**src/rtl/sort_dedup_sequencer_if.sv**
```systemverilog
// Stream-side bundle of the sort/dedup sequencer: sample input, unique-value output, status.
interface sort_dedup_sequencer_if #(
   parameter int unsigned W = 8
);
   logic         in_valid;
   logic         in_ready;
   logic [W-1:0] in_data;
   logic         out_valid;
   logic         out_ready;
   logic [W-1:0] out_data;
   logic         out_last;
   logic [3:0]   out_count;
   logic         busy;

   // Producer/consumer side
   modport master (
      output in_valid, in_data, out_ready,
      input  in_ready, out_valid, out_data, out_last, out_count, busy
   );

   // Sequencer side
   modport slave (
      input  in_valid, in_data, out_ready,
      output in_ready, out_valid, out_data, out_last, out_count, busy
   );
endinterface

```
**src/rtl/sort_dedup_sequencer.sv**
```systemverilog
// Collects N samples, sorts them with odd-even transposition (one phase per cycle),
// compacts duplicates in place (one element per cycle), then streams unique values out.
module sort_dedup_sequencer #(
   parameter int unsigned N = 9,
   parameter int unsigned W = 8
) (
   input  logic                 clk,
   input  logic                 rst,
   sort_dedup_sequencer_if.slave bus
);
   localparam int unsigned CW = 4;

   typedef enum logic [1:0] {LOAD, SORT, DEDUP, EMIT} state_e;

   state_e         state_q,     state_d;
   logic [W-1:0]   mem_q [N];
   logic [W-1:0]   mem_d [N];
   logic [CW-1:0]  ld_q,        ld_d;
   logic [CW-1:0]  pass_q,      pass_d;
   logic [CW-1:0]  scan_q,      scan_d;
   logic [CW-1:0]  wr_q,        wr_d;
   logic [CW-1:0]  rd_q,        rd_d;
   logic [CW-1:0]  out_count_q, out_count_d;
   logic [W-1:0]   out_data_q,  out_data_d;
   logic           out_valid_q, out_valid_d;
   logic           out_last_q,  out_last_d;
   logic           in_ready_q,  in_ready_d;
   logic           busy_q,      busy_d;
   logic [CW-1:0]  wr_m1;
   logic [CW-1:0]  wr_next;

   assign bus.in_ready  = in_ready_q;
   assign bus.out_valid = out_valid_q;
   assign bus.out_data  = out_data_q;
   assign bus.out_last  = out_last_q;
   assign bus.out_count = out_count_q;
   assign bus.busy      = busy_q;

   // Next-state, datapath and registered-output computation
   always_comb begin
      state_d     = state_q;
      mem_d       = mem_q;
      ld_d        = ld_q;
      pass_d      = pass_q;
      scan_d      = scan_q;
      wr_d        = wr_q;
      rd_d        = rd_q;
      out_count_d = out_count_q;
      out_data_d  = out_data_q;
      out_valid_d = out_valid_q;
      out_last_d  = out_last_q;
      wr_m1       = wr_q - CW'(1);
      wr_next     = wr_q;

      case (state_q)
         LOAD: begin
            if (bus.in_valid && in_ready_q) begin
               mem_d[ld_q] = bus.in_data;
               if (ld_q == CW'(N - 1)) begin
                  ld_d    = '0;
                  pass_d  = '0;
                  state_d = SORT;
               end else begin
                  ld_d = ld_q + CW'(1);
               end
            end
         end

         SORT: begin
            // Even passes pair (0,1),(2,3)...; odd passes pair (1,2),(3,4)...
            for (int unsigned k = 0; k < N - 1; k++) begin
               if (k[0] == pass_q[0] && mem_q[k] > mem_q[k+1]) begin
                  mem_d[k]   = mem_q[k+1];
                  mem_d[k+1] = mem_q[k];
               end
            end
            if (pass_q == CW'(N - 1)) begin
               scan_d  = CW'(1);
               wr_d    = CW'(1);
               state_d = DEDUP;
            end else begin
               pass_d = pass_q + CW'(1);
            end
         end

         DEDUP: begin
            // Write pointer never passes the scan pointer, so in-place compaction is safe
            if (mem_q[scan_q] != mem_q[wr_m1]) begin
               mem_d[wr_q] = mem_q[scan_q];
               wr_next     = wr_q + CW'(1);
            end
            wr_d = wr_next;
            if (scan_q == CW'(N - 1)) begin
               out_count_d = wr_next;
               rd_d        = '0;
               out_valid_d = 1'b1;
               out_data_d  = mem_q[0];
               out_last_d  = (wr_next == CW'(1));
               state_d     = EMIT;
            end else begin
               scan_d = scan_q + CW'(1);
            end
         end

         EMIT: begin
            if (bus.out_ready && out_valid_q) begin
               if (out_last_q) begin
                  out_valid_d = 1'b0;
                  out_last_d  = 1'b0;
                  rd_d        = '0;
                  state_d     = LOAD;
               end else begin
                  rd_d       = rd_q + CW'(1);
                  out_data_d = mem_q[rd_d];
                  out_last_d = (rd_d == out_count_q - CW'(1));
               end
            end
         end

         default: state_d = LOAD;
      endcase

      in_ready_d = (state_d == LOAD);
      busy_d     = (state_d != LOAD);
   end

   // State and output registers with synchronous reset; sample buffer is not reset
   always_ff @(posedge clk) begin
      mem_q <= mem_d;
      if (rst) begin
         state_q     <= LOAD;
         ld_q        <= '0;
         pass_q      <= '0;
         scan_q      <= '0;
         wr_q        <= '0;
         rd_q        <= '0;
         out_count_q <= '0;
         out_data_q  <= '0;
         out_valid_q <= 1'b0;
         out_last_q  <= 1'b0;
         in_ready_q  <= 1'b0;
         busy_q      <= 1'b0;
      end else begin
         state_q     <= state_d;
         ld_q        <= ld_d;
         pass_q      <= pass_d;
         scan_q      <= scan_d;
         wr_q        <= wr_d;
         rd_q        <= rd_d;
         out_count_q <= out_count_d;
         out_data_q  <= out_data_d;
         out_valid_q <= out_valid_d;
         out_last_q  <= out_last_d;
         in_ready_q  <= in_ready_d;
         busy_q      <= busy_d;
      end
   end
endmodule

```
**src/flat_wrapper.sv**
```systemverilog
// flat-port wrapper written by rule: the top's interface ports become plain ports
module sort_dedup_sequencer_flat 
#(
   parameter int unsigned N = 9,
   parameter int unsigned W = 8
)
  (clk, rst, bus_in_valid, bus_in_data, bus_out_ready, bus_in_ready, bus_out_valid, bus_out_data, bus_out_last, bus_out_count, bus_busy);
  sort_dedup_sequencer_if #(.W(W)) bus_i ();
  input  logic clk;
  input  logic rst;
  input wire logic [$bits(bus_i.in_valid)-1:0] bus_in_valid;
  input wire logic [$bits(bus_i.in_data)-1:0] bus_in_data;
  input wire logic [$bits(bus_i.out_ready)-1:0] bus_out_ready;
  output wire logic [$bits(bus_i.in_ready)-1:0] bus_in_ready;
  output wire logic [$bits(bus_i.out_valid)-1:0] bus_out_valid;
  output wire logic [$bits(bus_i.out_data)-1:0] bus_out_data;
  output wire logic [$bits(bus_i.out_last)-1:0] bus_out_last;
  output wire logic [$bits(bus_i.out_count)-1:0] bus_out_count;
  output wire logic [$bits(bus_i.busy)-1:0] bus_busy;
  assign bus_i.in_valid = bus_in_valid;
  assign bus_i.in_data = bus_in_data;
  assign bus_i.out_ready = bus_out_ready;
  assign bus_in_ready = bus_i.in_ready;
  assign bus_out_valid = bus_i.out_valid;
  assign bus_out_data = bus_i.out_data;
  assign bus_out_last = bus_i.out_last;
  assign bus_out_count = bus_i.out_count;
  assign bus_busy = bus_i.busy;
  sort_dedup_sequencer #(.N(N), .W(W)) u_core (.clk(clk), .rst(rst), .bus(bus_i));
endmodule
```
**config.mk**
```make
export PLATFORM = sky130hd
export DESIGN_NAME = sort_dedup_sequencer_flat
export DESIGN_NICKNAME = d
export VERILOG_FILES = /design/src/rtl/sort_dedup_sequencer_if.sv /design/src/rtl/sort_dedup_sequencer.sv /design/src/flat_wrapper.sv
export SDC_FILE = /design/constraint.sdc
export NUM_CORES = 1
export LEC_CHECK = 0
export CAP_MARGIN = 0
export CORE_UTILIZATION = 30
export DETAILED_ROUTE_END_ITERATION = 16
export MAX_ROUTING_LAYER = met4
export PLACE_DENSITY_LB_ADDON = 0.08
export RECOVER_POWER = 50
export SYNTH_ARGS = -nofsm -noshare
export SYNTH_HDL_FRONTEND = slang
export SYNTH_SLANG_ARGS = --single-unit
export TNS_END_PERCENT = 10
```
**constraint.sdc**
```tcl
create_clock -name clk -period 5.1 [get_ports clk]
set_clock_uncertainty 0.2 [all_clocks]
set_input_delay 1.02 -clock clk [delete_from_list [all_inputs] [get_ports clk]]
set_output_delay 1.02 -clock clk [all_outputs]
set_load 0.01 [all_outputs]
```
Word-level counts from Yosys, hierarchy flattened
Cells that the tools add are included.
Operators by class
  bitwise logic cells: 6
  equal/unequal tests: 28
  multiplexer cells: 61
  add/subtract/negate cells: 7
  $lt $le $gt $ge: 15
  reduce and logical (&&, ||, !) cells: 36
Operators with widths (number)
  case mux 72 bit (3 select lines): 1
  bitwise mux 72 bit: 2
  two-way mux 16 bit: 9
  two-way mux 72 bit: 2
  binary-select mux 8 bit (select 4 bit): 3
  two-way mux 8 bit: 11
  demux 8 bit (select 4 bit): 2
  greater-than comparator 8 bit: 8
  AND reduction 4 bit: 12
  two-way mux 4 bit: 11
  case mux 4 bit (2 select lines): 4
  >= comparator 5 bit (second input constant): 5
  NOT 4 -> 5 bit: 5
  inequality test 3 x 1 -> 1 bit (second input constant): 7
  adder 4 x 1 -> 4 bit (second input constant): 5
  inequality test 2 x 1 -> 1 bit (second input constant): 9
  case mux 8 bit (2 select lines): 1
  equality test 4 bit (second input constant): 3
  logical AND 1 bit: 12
  two-way mux 2 bit: 6
  < comparator 5 x 1 -> 1 bit (second input constant): 2
  inequality test 8 bit: 1
  case mux 2 bit (4 select lines): 1
  nonzero test 2 bit: 4
  other kinds (13): 27
Storage, ports and cells
  flip-flop bits (word level): 110
  output and inout port bits: 16
  logic and storage cells: 174

Depth between registers and ports, before layout
  depth in word-level cells: 12
  mapped depth: 17

Worst setup path before layout
Ideal clock, no wire load.
  kind: reg2reg
  start: reg u_core.wr_q[0]
  end: reg (tool-made name)
  slack: 0.786 ns
  path buffers: 3
  cell stages (with the launch flop): 15
  data arrival time: 3.725 ns
  clock period less this slack: 4.314 ns
  setup time: 0.388 ns
  required time: 4.512 ns
  path through: dfxtp_1 buf_2 inv_1 clkbuf_1 ha_1 xor2_2 mux4_1 nand2_1 and4_1 a211oi_1 o221a_1 nand3_2 buf_6 o21ai_2 a221oi_1
RTL lines
  start, declared: line sort_dedup_sequencer.sv:21  | logic [CW-1:0] wr_q, wr_d;
  start signal, assigned: line sort_dedup_sequencer.sv:148  | wr_q <= wr_d;

==> run summary <==
status: complete, but fails checks
violated checks: max-capacitance violations, max-slew violations
delay of the slowest cell on the worst path: 1060 ps
required time of the critical path: 4890 ps
CP bufs+invs: 1
vias in the first global route: 9,769
CTS buffer count: 9
dpl hpwl: 35.2 mm
f_max: 210 MHz
Yosys Warn Count: 0
num rows: 68
DR WL/cell: 28.9 microns
final hold violation count: 0
crit path cell chain: inv_1, ha_1, xor2_2, mux4_1, nand2_1, and4_1, a211oi_1, o221a_1, nand3_2, o21ai_2, a221oi_1
setup_tns: 0 ps
drt pass-1 iters: 6
hold_buf cts: 0
Rel. slew slack: -0.104
average size of a mapped cell: 8.70 sq um
Net Count, Synth: 1,321
Synth async-reset ratio: 0
Area Growth Syn to Fin: 12.1%
DRC viols: 0
starting density of the core: 0.307
die width: 190 microns
clock buffer depth: 2
Core Footprint: 34,700 sq um
IO Count: 28
Post-synth top cells: nand2_1, ha_1, inv_1, a22oi_1, o21ai_0
crit start category: register
Crit path max-delay family: compound AO/OA/AOI/OAI gates
Worst VDD drop: 0.000142 V
P_leak: 4.52 nW
synthesized area: 10,700 sq um
Most used DFF post-synth: edfxtp_1
vias per cell: 6.25
Power Dens Cells: 158 nW/um^2
layout cells sized above 1: 0.122
Yosys reg bits: 110
sequential fraction of the synthesis area: 0.274
setup violators final: 0
# resized after CTS: 0
global route overflow: 0
arrival time at the worst endpoint: 4550 ps
initial antenna violation count: 1
Max-cap violations: 1
RSZ-0062 raised after global routing: no
Min-Delay Path Class: reg2reg
post-route cell area: 11,900 sq um
Total Wirelength: 49.1 mm
NumNets Final: 1,339
Setup crit end kind: register
count of pins over their slew limit: 37
die area: 36,300 sq um
WHS: 251 ps
CTS root buffer: clkbuf_16
post-route minimum period: 4750 ps
clock slew at reported path FFs: 70 ps
Max FO, Critical Path: 10
share of the synthesized area in the top cell type: 0.203
GRT Total Usage: 0.282
post-synth top area cell: edfxtp_1
latest clock arrival within the worst-skew pair: 390 ps
via count: 10,600
top post-synthesis cells by area: edfxtp_1, ha_1, mux4_2
Die Height: 190 microns
Routed Antenna Nets: 0
CTS tree: yes
diodes inserted: 0
postcts setup bufs: 0
Placed Area: 11,700 sq um
Yosys cell types: 73
Slew @ Worst Pin: 1660 ps
Setup CP Type: reg2reg
Final Util: 0.344
Port Buffers: 27
Tcrit/Tclk final: 0.932
global-route wire length before repair: 71.3 mm
dominant cell by count in the synthesized netlist: nand2_1
largest net degree at the start of global routing: 76
slowest CP cell: a221oi_1
Fillers: 3,564
H-tree level count: 3
Post-synth EDFFs: 72
CTS Sinks: 110
overall power: 1.88 mW
Synth Instances: 1,225
gpl congestion: 1.01
DRT iter0 DRCs: 1,296
-- worst min-delay path, delay by kind of cell (launching register included) --
kind | cells | cell delay, ps
simple gates | 1 | 50
compound gates | 1 | 50
flops | 1 | 310
-- layout by cell type (no fill, tap or decap), types with 18 or more instances in the layout --
cell type,synthesis,final
edfxtp_1,72,72
inv_1,82,83
ha_1,84,82
o22ai_1,75,75
a21oi_1,67,66
nor3_1,18,18
a22oi_1,79,79
buf_4,6,68
dlygate4sd3_1,0,18
nand2_1,135,135
o21ai_0,79,79
a22o_1,45,45
nor2_1,69,69
mux4_2,38,38
dfxtp_1,38,38
-- kinds of logic (layout without fill, tap and decap cells) --
kind of cell	after synthesis	in the layout	synth area share
buf+inv	176	198	0.0675
mux	71	71	0.116
compound gates	450	450	0.289
fa+ha+maj	84	84	0.0986
xor+xnor	16	16	0.0139
simple gates	318	318	0.140
flops	110	110	0.274
-- where the power goes --
part | switching [mW] | internal [mW]
sequential | 0.0130 | 0.948
clock | 0.348 | 0.423
combinational | 0.103 | 0.0473
total | 0.464 | 1.42
-- final cells by class --
class | instances | area, sq um | share of cell area
clock buffer | 9 | 225 | 0.0189
clock inverter | 6 | 77.6 | 0.00650
inverter | 83 | 312 | 0.0261
multi-input combinational | 939 | 7020 | 0.588
sequential | 110 | 2920 | 0.245
tap | 455 | 569 | 0.0477
timing repair buffer | 100 | 816 | 0.0683
-- metrics by stage --
stage | std cells | worst slack [ps]
finish | 1702 | 348
global route | 1702 | 110
CTS | 1702 | 372
detailed placement | 1687 | 405
global placement | 1687 | 478
floorplan | 1225 | 786
-- worst paths after layout --
path / start / end / slack, ps / cells after the start
setup / recovery: u_core.wr_q[1]$_SDFFE_PP0P_ / register / 350 / 11
setup reg to reg: u_core.wr_q[1]$_SDFFE_PP0P_ / register / 350 / 11
hold / removal: u_core.bus.out_data[5]$_SDFFE_PP0P_ / u_core.bus.out_data[5]$_SDFFE_PP0P_ / 250 / 2
hold reg to reg: u_core.bus.out_data[5]$_SDFFE_PP0P_ / u_core.bus.out_data[5]$_SDFFE_PP0P_ / 250 / 2
-- metal layers --
layer,part of all wire,global-route usage,vias to the layer above
met2,0.44,0.414,556
met3,0.077,0.0394,100
met5,0,-,-
li1,-,-,4727
met4,0.041,0.111,0
met1,0.45,0.389,5257
Power figures use the tool's default switching activity.
